### src/rtl/scalar_fust.sv
// scalar_fust: scalar functional-unit status table (scoreboard).
// Accepts one decoded instruction per cycle into the row of its target FU,
// tracks RAW/WAW dependences through a per-register result-status table,
// issues the lowest-indexed operand-ready row, and frees rows on writeback.
// Ports:
//   CLK, nRST                      clock, synchronous active-low reset
//   dis_valid/fu/rd/rs1/rs2        dispatch request
//   dis_ready, hazard              dispatch accept / stall (combinational)
//   iss_valid/fu/rd/rs1/rs2        selected issuable row (combinational)
//   iss_ready                      FU accepts the issue
//   wb_valid, wb_fu                FU completion
//   fu_busy                        per-row busy flags
module scalar_fust #(
   parameter int unsigned NUM_FU = 3,
   parameter int unsigned FU_S_W = 2,
   parameter int unsigned REG_W  = 5
) (
   input  logic              CLK,
   input  logic              nRST,
   input  logic              dis_valid,
   input  logic [FU_S_W-1:0] dis_fu,
   input  logic [REG_W-1:0]  dis_rd,
   input  logic [REG_W-1:0]  dis_rs1,
   input  logic [REG_W-1:0]  dis_rs2,
   output logic              dis_ready,
   output logic              hazard,
   output logic              iss_valid,
   output logic [FU_S_W-1:0] iss_fu,
   output logic [REG_W-1:0]  iss_rd,
   output logic [REG_W-1:0]  iss_rs1,
   output logic [REG_W-1:0]  iss_rs2,
   input  logic              iss_ready,
   input  logic              wb_valid,
   input  logic [FU_S_W-1:0] wb_fu,
   output logic [NUM_FU-1:0] fu_busy
);

   localparam int unsigned NUM_REG = 1 << REG_W;

   typedef enum logic [1:0] {FREE = 2'd0, WAIT = 2'd1, ISSUED = 2'd2} row_state_e;

   typedef struct packed {
      row_state_e          state;
      logic [REG_W-1:0]    r;
      logic [REG_W-1:0]    r1;
      logic [REG_W-1:0]    r2;
      logic [FU_S_W-1:0]   t1;
      logic [FU_S_W-1:0]   t2;
      logic                p1;
      logic                p2;
   } row_t;

   row_t               row_q [NUM_FU];
   row_t               row_d [NUM_FU];
   logic [NUM_REG-1:0] rs_valid_q, rs_valid_d;
   logic [FU_S_W-1:0]  rs_fu_q [NUM_REG];
   logic [FU_S_W-1:0]  rs_fu_d [NUM_REG];

   logic               wb_hit_c;
   logic               dis_fu_ok_c;
   logic               p_rd_c, p_rs1_c, p_rs2_c;
   logic [FU_S_W-1:0]  sel_c;

   // State register: synchronous reset discards every row and all pending status.
   always_ff @(posedge CLK) begin
      if (!nRST) begin
         for (int i = 0; i < int'(NUM_FU); i++) row_q[i] <= '0;
         rs_valid_q <= '0;
         for (int j = 0; j < int'(NUM_REG); j++) rs_fu_q[j] <= '0;
      end else begin
         for (int i = 0; i < int'(NUM_FU); i++) row_q[i] <= row_d[i];
         rs_valid_q <= rs_valid_d;
         for (int j = 0; j < int'(NUM_REG); j++) rs_fu_q[j] <= rs_fu_d[j];
      end
   end

   // Lookup, dispatch/issue selection and next-state update.
   always_comb begin
      for (int i = 0; i < int'(NUM_FU); i++) row_d[i] = row_q[i];
      rs_valid_d  = rs_valid_q;
      for (int j = 0; j < int'(NUM_REG); j++) rs_fu_d[j] = rs_fu_q[j];
      dis_ready   = 1'b0;
      hazard      = 1'b0;
      iss_valid   = 1'b0;
      iss_fu      = '0;
      iss_rd      = '0;
      iss_rs1     = '0;
      iss_rs2     = '0;
      sel_c       = '0;
      fu_busy     = '0;

      // A writeback counts only when it targets an ISSUED row; anything else is ignored.
      wb_hit_c    = wb_valid && (32'(wb_fu) < NUM_FU) && (row_q[wb_fu].state == ISSUED);
      dis_fu_ok_c = 32'(dis_fu) < NUM_FU;

      // Pending lookups with writeback bypass; x0 is never valid in the table.
      p_rd_c  = rs_valid_q[dis_rd]  && !(wb_hit_c && (rs_fu_q[dis_rd]  == wb_fu));
      p_rs1_c = rs_valid_q[dis_rs1] && !(wb_hit_c && (rs_fu_q[dis_rs1] == wb_fu));
      p_rs2_c = rs_valid_q[dis_rs2] && !(wb_hit_c && (rs_fu_q[dis_rs2] == wb_fu));

      // Row availability uses pre-edge state, so a row freed this cycle is not reused yet.
      dis_ready = dis_fu_ok_c && (row_q[dis_fu].state == FREE) && !p_rd_c;
      hazard    = dis_valid && !dis_ready;

      // Lowest-index issuable row wins.
      for (int i = int'(NUM_FU) - 1; i >= 0; i--) begin
         if (row_q[i].state == WAIT && !row_q[i].p1 && !row_q[i].p2) begin
            iss_valid = 1'b1;
            sel_c     = FU_S_W'(i);
         end
      end
      if (iss_valid) begin
         iss_fu  = sel_c;
         iss_rd  = row_q[sel_c].r;
         iss_rs1 = row_q[sel_c].r1;
         iss_rs2 = row_q[sel_c].r2;
      end

      for (int i = 0; i < int'(NUM_FU); i++) fu_busy[i] = (row_q[i].state != FREE);

      // Writeback: free the row, retire its register, wake dependents.
      if (wb_hit_c) begin
         row_d[wb_fu].state = FREE;
         if (rs_valid_q[row_q[wb_fu].r] && (rs_fu_q[row_q[wb_fu].r] == wb_fu))
            rs_valid_d[row_q[wb_fu].r] = 1'b0;
         for (int i = 0; i < int'(NUM_FU); i++) begin
            if (row_q[i].t1 == wb_fu) row_d[i].p1 = 1'b0;
            if (row_q[i].t2 == wb_fu) row_d[i].p2 = 1'b0;
         end
      end

      if (iss_valid && iss_ready) row_d[sel_c].state = ISSUED;

      // Dispatch applied last so its register-status write overrides a same-cycle retire.
      if (dis_valid && dis_ready) begin
         row_d[dis_fu].state = WAIT;
         row_d[dis_fu].r     = dis_rd;
         row_d[dis_fu].r1    = dis_rs1;
         row_d[dis_fu].r2    = dis_rs2;
         row_d[dis_fu].t1    = rs_fu_q[dis_rs1];
         row_d[dis_fu].t2    = rs_fu_q[dis_rs2];
         row_d[dis_fu].p1    = p_rs1_c;
         row_d[dis_fu].p2    = p_rs2_c;
         if (dis_rd != '0) begin
            rs_valid_d[dis_rd] = 1'b1;
            rs_fu_d[dis_rd]    = dis_fu;
         end
      end
   end

endmodule

### config.mk
export PLATFORM = sky130hd
export DESIGN_NAME = scalar_fust
export DESIGN_NICKNAME = d
export VERILOG_FILES = /design/src/rtl/scalar_fust.sv
export SDC_FILE = /design/constraint.sdc
export NUM_CORES = 1
export LEC_CHECK = 0
export CAP_MARGIN = 0
export CORE_MARGIN = 2
export CORE_UTILIZATION = 35
export CTS_BUF_LIST = sky130_fd_sc_hd__clkbuf_2
export CTS_CLUSTER_DIAMETER = 50
export DETAILED_ROUTE_END_ITERATION = 7
export GPL_TIMING_DRIVEN = 0
export SYNTH_ARGS = -nofsm -noshare
export SYNTH_HDL_FRONTEND = slang
export SYNTH_SLANG_ARGS = --single-unit
### constraint.sdc
create_clock -name CLK -period 3 [get_ports CLK]
set_clock_uncertainty 0.1 [all_clocks]
set_input_delay 0.45 -clock CLK [delete_from_list [all_inputs] [get_ports CLK]]
set_output_delay 0.45 -clock CLK [all_outputs]
set_load 0.02 [all_outputs]
After elaboration in Yosys (flattened, before gate mapping)
Memories as Yosys holds them, arrays and structs flattened.
Index checks and enable logic that the tools add are counted.
{"block": "totals", "register_bits": 32, "mem_bits_rw": 133, "input_bits": 24, "output_inout_bits": 23, "n_memories": 2}
{"block": "classes", "magnitude_cmp": 16, "n_eq_ne": 14, "n_mux": 107, "bitwise_logic": 42, "reduce_logical": 42}
{"name": "row_q", "words": 3, "word_bits": 23, "read_ports": 6, "rd_clocked_by_memory_dff": 0, "write_ports": 3, "line_no": "53", "source": "row_t row_q [NUM_FU];"}
{"name": "rs_fu_q", "words": 32, "word_bits": 2, "read_ports": 36, "rd_clocked_by_memory_dff": 0, "write_ports": 32, "line_no": "56", "source": "logic [FU_S_W-1:0] rs_fu_q [NUM_REG];"}
{"operator": "bitwise mux 69 bit", "n": 10}
{"operator": "demux 23 bit (select 2 bit)", "n": 10}
{"operator": "2-to-1 mux 69 bit", "n": 3}
{"operator": "2-to-1 mux 23 bit", "n": 6}
{"operator": "2-to-1 mux 32 bit", "n": 4}
{"operator": "2-to-1 mux 64 bit", "n": 2}
{"operator": "2-to-1 mux 2 bit", "n": 38}
{"operator": "bitwise mux 64 bit", "n": 1}
{"operator": "bitwise OR 1 bit", "n": 35}
{"operator": "AND 32 bit", "n": 1}
{"operator": "NOT 32 bit", "n": 1}
{"operator": "bitwise OR 32 bit", "n": 1}
{"operator": "logical AND 1 bit", "n": 26}
{"operator": "< comparator 5 x 6 -> 1 bit, second input constant", "n": 4}
{"operator": "2-to-1 mux 21 bit", "n": 1}
{"operator": "binary-select mux 1 bit (select 5 bit)", "n": 4}
{"operator": "equality test 2 bit", "n": 10}
{"operator": "2-to-1 mux 1 bit", "n": 18}
{"operator": "2-to-1 mux 16 bit", "n": 1}
{"operator": "2-to-1 mux 5 bit", "n": 3}
{"operator": "zero test 1 bit", "n": 11}
{"operator": "2-to-1 mux 11 bit", "n": 1}
{"operator": "demux 1 bit (select 5 bit)", "n": 2}
{"operator": "demux 2 bit (select 5 bit)", "n": 1}
{"operator": "other kinds (15)", "n": 27}

Depth between registers and ports, before layout
{"block": "logic_depth", "ltp_word": 23, "mapped_depth": 14}

Least setup slack after synthesis
No wires, ideal clock.
{"block": "synth_timing", "kind": "input -> register", "startpoint": "input port dis_rs2[0]", "endpoint": "memory row_q[2][0] (netlist name)", "setup_time_ns": 0.144, "t_arrival_ns": 2.927, "path_slack_ns": -0.171, "stages": 8, "n_path_buf": 2, "cell_sequence": "buf_2 > buf_2 > mux4_2 > mux4_2 > mux2_2 > xnor2_1 > o311ai_0 > mux2i_1"}
{"element": "from (decl)", "line_no": "24", "source": "input logic [REG_W-1:0] dis_rs2,"}
{"element": "to (decl)", "line_no": "53"}

Worst setup path after layout
{"block": "layout_timing", "startpoint": "input port dis_rd[1]", "endpoint": "output port hazard"}
{"block": "layout_between", "elab_chain_cells": 9}
{"element": "from (decl)", "line_no": "22", "source": "input logic [REG_W-1:0] dis_rd,"}
{"element": "memory read (32 x 2 bit)"}
{"element": "equality test 2 bit", "line_no": "97", "source": "p_rd_c = rs_valid_q[dis_rd] && !(wb_hit_c && (rs_fu_q[dis_rd] == wb_fu));"}
{"element": "logical AND 1 bit", "line_no": "97"}
{"element": "zero test 1 bit", "line_no": "97"}
{"element": "logical AND 1 bit (*)", "line_no": "97"}
{"element": "zero test 1 bit (*)", "line_no": "102", "source": "dis_ready = dis_fu_ok_c && (row_q[dis_fu].state == FREE) && !p_rd_c;"}
{"element": "logical AND 1 bit (*)", "line_no": "102"}
{"element": "zero test 1 bit (*)", "line_no": "103", "source": "hazard = dis_valid && !dis_ready;"}
{"element": "logical AND 1 bit (*)", "line_no": "103"}
{"element": "to (decl)", "line_no": "26", "source": "output logic hazard,"}
Mark *: on every way between the ends. The rest lies on a longest branch, timed or not. The select of a mux whose other input is x is not followed.

==> summary.md <==
Pwr
- 4.57 mW — overall power after layout
- 36.2% — Net Sw Frac
- 4.54 nW — Lkg Pwr
- 49.6% — Flop pwr share
- 1.65 mW — P_sw
- 29.1% — portion of total power attributed to the clock network
- 0.229 mV — worst supply voltage drop on vdd
- 21.3% — combinational fraction of design power
- 2.92 mW — internal power
- 337 mW/mm² — power per cell area

Die
- 0.0311 mm² — area of the die
- 0.0294 mm² — area inside the core boundary
- 35.3% — Initial Util
- 63 — row count
- 176 µm — horizontal extent of the die
- 176 µm — Die H
- 47 — num ports

Global route
- 20 — largest net degree at the start of global routing
- 61400 µm — first-pass GRT wire length
- 0 — overflow left after global routing
- 26.3% — gr usage total
- 9836 — vias in the first global route
- 2 — antenna violations before repair

Placement
- -1.80 ns — minimum setup slack after placement
- 28700 µm — Detail Placement HPWL
- 0.964 — final weighted congestion in routability-driven placement
- 0.0113 mm² — placed cell areas
- 30 — total of buffers placed on input and output ports

Routing
- 6 — router iterations before antenna repair
- 0 — DR DRC count
- 42000 µm — Final Routed Wirelength
- 6.34 — Vias per Instance
- 0 — residual antenna-violating net count after detailed routing
- 10556 — via count
- 25.2 µm — routed length per instance
- 1431 — number of DRC markers in iteration 0

Yosys
- dfxtp_1 — main flop type after synthesis
- 0% — async set or reset register ratio after synthesis
- 0.0104 mm² — Syn Std Cell Area
- 0 — number of enable-type register cells in the synthesized netlist
- 165 — Yosys reg bits
- 31.8% — post-synthesis sequential area ratio
- dfxtp_1 — top cell type by total area after synthesis
- 1111 — number of instances in the synthesized netlist
- 1135 — Net Count, Synth
- dfxtp_1 32%, mux4_2 19%, mux2i_1 8.9% — cell types occupying the most area after synthesis
- 31.8% — share of the synthesized area in the top cell type
- 66 — number of distinct library cells after synthesis
- 0 — number of warnings printed during yosys synthesis
- 9.35 µm² — synthesized area per cell

Outcome
- complete, but fails checks — result of the run
- setup timing — violated checks

CTS
- clkbuf_2 — root buf cell
- 2 — Longest Clk Path Bufs
- 4 — Clock H-tree levels
- done — CTS tree
- 0.85 ns — later-pin clock latency in the skew report
- 165 — TritonCTS Sinks
- 17 — CTS Buf Count
- 0.34 ns — Clock Pin Slew Worst Setup and Hold Paths

Timing
- 0 — number of max-slew violations in the final report
- 1.34 ns — Worst-Margin Slew
- 3.69 ns — final worst path period need
- 9.70% — Relative slew margins
- -0.694 ns — min setup slack post-route
- yes — unrepaired setup endpoints after global routing
- 271 MHz — highest clock frequency the design can meet
- 0.0568 ns — Hold WS
- 0 — Hold Vio Cnt, Final
- 176 — total of endpoints with negative setup slack in the final report
- 123% — period utilization

Critical path
- 10 — maximum fanout count along the critical path
- clkdlybuf4s50_1 — critical path's slowest cell
- buffers and inverters — kind of cell adding the most delay to the critical path
- 3.14 ns — Arrival @ worst endpoint
- output port — type of destination of the critical path
- in2out — CP Class
- 2.45 ns — data required time of the critical path
- 4 — count of buffering cells on the critical path with inverters included
- clkdlybuf4s50_1, clkbuf_2, clkbuf_2, mux4_2, a22oi_1, nand4_1, o31ai_4, and2b_2, nor2b_1, buf_4 — cell breakdown of the critical path
- clkbuf_2 — critical path's most frequent cell
- input port — CP startpoint kind
- 0.52 ns — Largest stage delay, worst path

Cells and area
- dfxtp_1 — most common cell after layout, fill and taps aside
- 1286 — fin nets
- 38.8% — ratio of cells with drive above 1 in the final layout
- 0.00337 mm² — Sequential cell area
- 130 x dfxtp_1, 116 x nor2_1, 98 x nand2_1 — most frequent cells in the layout
- 0.0136 mm² — summed area of non-filler cells in the final layout
- 30.8% — post-synthesis to final-layout area growth
- 0.00736 mm² — multi-input logic area
- 2817 — Filler Cell Count

Run
- 0 — # Max-Cap Violations

Worst hold path
- in2reg — Worst Hold Class

-- layer usage --
metal / track usage (%) / part of all wire (%) / vias up
met5: 0 / 0.041 / -
met4: 11.3 / 5.0 / 2
met3: 6.74 / 11 / 182
met2: 41.4 / 45 / 767
met1: 34.4 / 39 / 5129
li1: - / - / 4476
-- per-stage QoR --
step           utilization, %  cells  TNS [ns]
2_1_floorplan               -   1111   -0.0476
3_3_place_gp             38.2   1531   -267.14
3_5_place_dp             38.3   1532   -256.23
4_1_cts                  43.4   1636    -21.44
5_1_grt                  46.2   1666    -46.84
6_report                 46.2   1666    -39.12
-- worst register-to-register path: cells and delay by family (launching register included) --
kind,cells,cell delay [ns]
xor+xnor,1,0.24
compound gates,2,0.49
mux,2,0.76
simple gates,4,1.21
flops,1,0.42
buf+inv,2,0.28
-- synth_stat cells, drive strengths merged (11+ instances only) --
cell type	number
dfxtp	165
nor2	150
nand2	107
mux2i	92
mux4	88
o21ai	80
clkbuf	60
nand3	57
buf	46
a21oi	44
a22oi	42
a31oi	18
nor3	15
a311oi	13
xnor2	12
a221oi	11
-- area by class of cell --
| cell class | instances | share of cell area, % |
|---|---|---|
| inverters | 3 | 0.0829 |
| repair buffers | 132 | 9.66 |
| flip-flops and latches | 165 | 24.8 |
| multi-input cells | 837 | 54.1 |
| plain buffers | 106 | 5.80 |
| clock inverters | 15 | 1.31 |
| clock buffers | 17 | 0.626 |
| well taps | 390 | 3.59 |
| diodes | 1 | 0.0184 |
-- path summary, 6_finish.rpt --
kind,start,endpoint,depth (start not counted),slack (ns)
setup / recovery,dis_rd[1],hazard,10,-0.69
hold / removal,dis_rd[4],rs_valid_q[11],4,0.06
setup reg to reg,rs_fu_q[31][0],rs_fu_q[20][1],11,-0.60
hold reg to reg,row_q[0][13],row_q[0][13],2,0.38
-- flip-flops by register name, summed over array words and instances (netlist names) --
| register | cells |
|---|---|
| row_q | 69 |
| rs_fu_q | 64 |
| rs_valid_q | 32 |
-- power groups by stage --
| stage | clock, mW | sequential, mW | combinational [mW] |
|---|---|---|---|
| 3_5_place_dp | 0 | 2.31 | 0.703 |
| 2_1_floorplan | 0 | 2.29 | 0.468 |
| 5_1_grt | 1.42 | 2.27 | 1.01 |
| 6_report | 1.33 | 2.27 | 0.976 |
| 3_3_place_gp | 0 | 2.30 | 0.698 |
| 4_1_cts | 1.33 | 2.27 | 0.864 |
-- repair_timing --
action                                  in CTS  in global routing
buffers inserted                            64                 28
hold buffers                                 2                  0
pin swaps                                   52                 40
endpoints found under the hold margin        3                  0
gates resized for setup                    305                165
endpoints found under the setup margin     180                173
gates cloned                                 6                  2
-- cells by family after synthesis --
| kind of cell | synth area share, % |
|---|---|
| simple gates | 16.5 |
| compound gates | 15.9 |
| mux | 28.8 |
| flops | 31.8 |
| buf+inv | 5.11 |
| xor+xnor | 1.83 |
(Power assumes the default switching activity.)
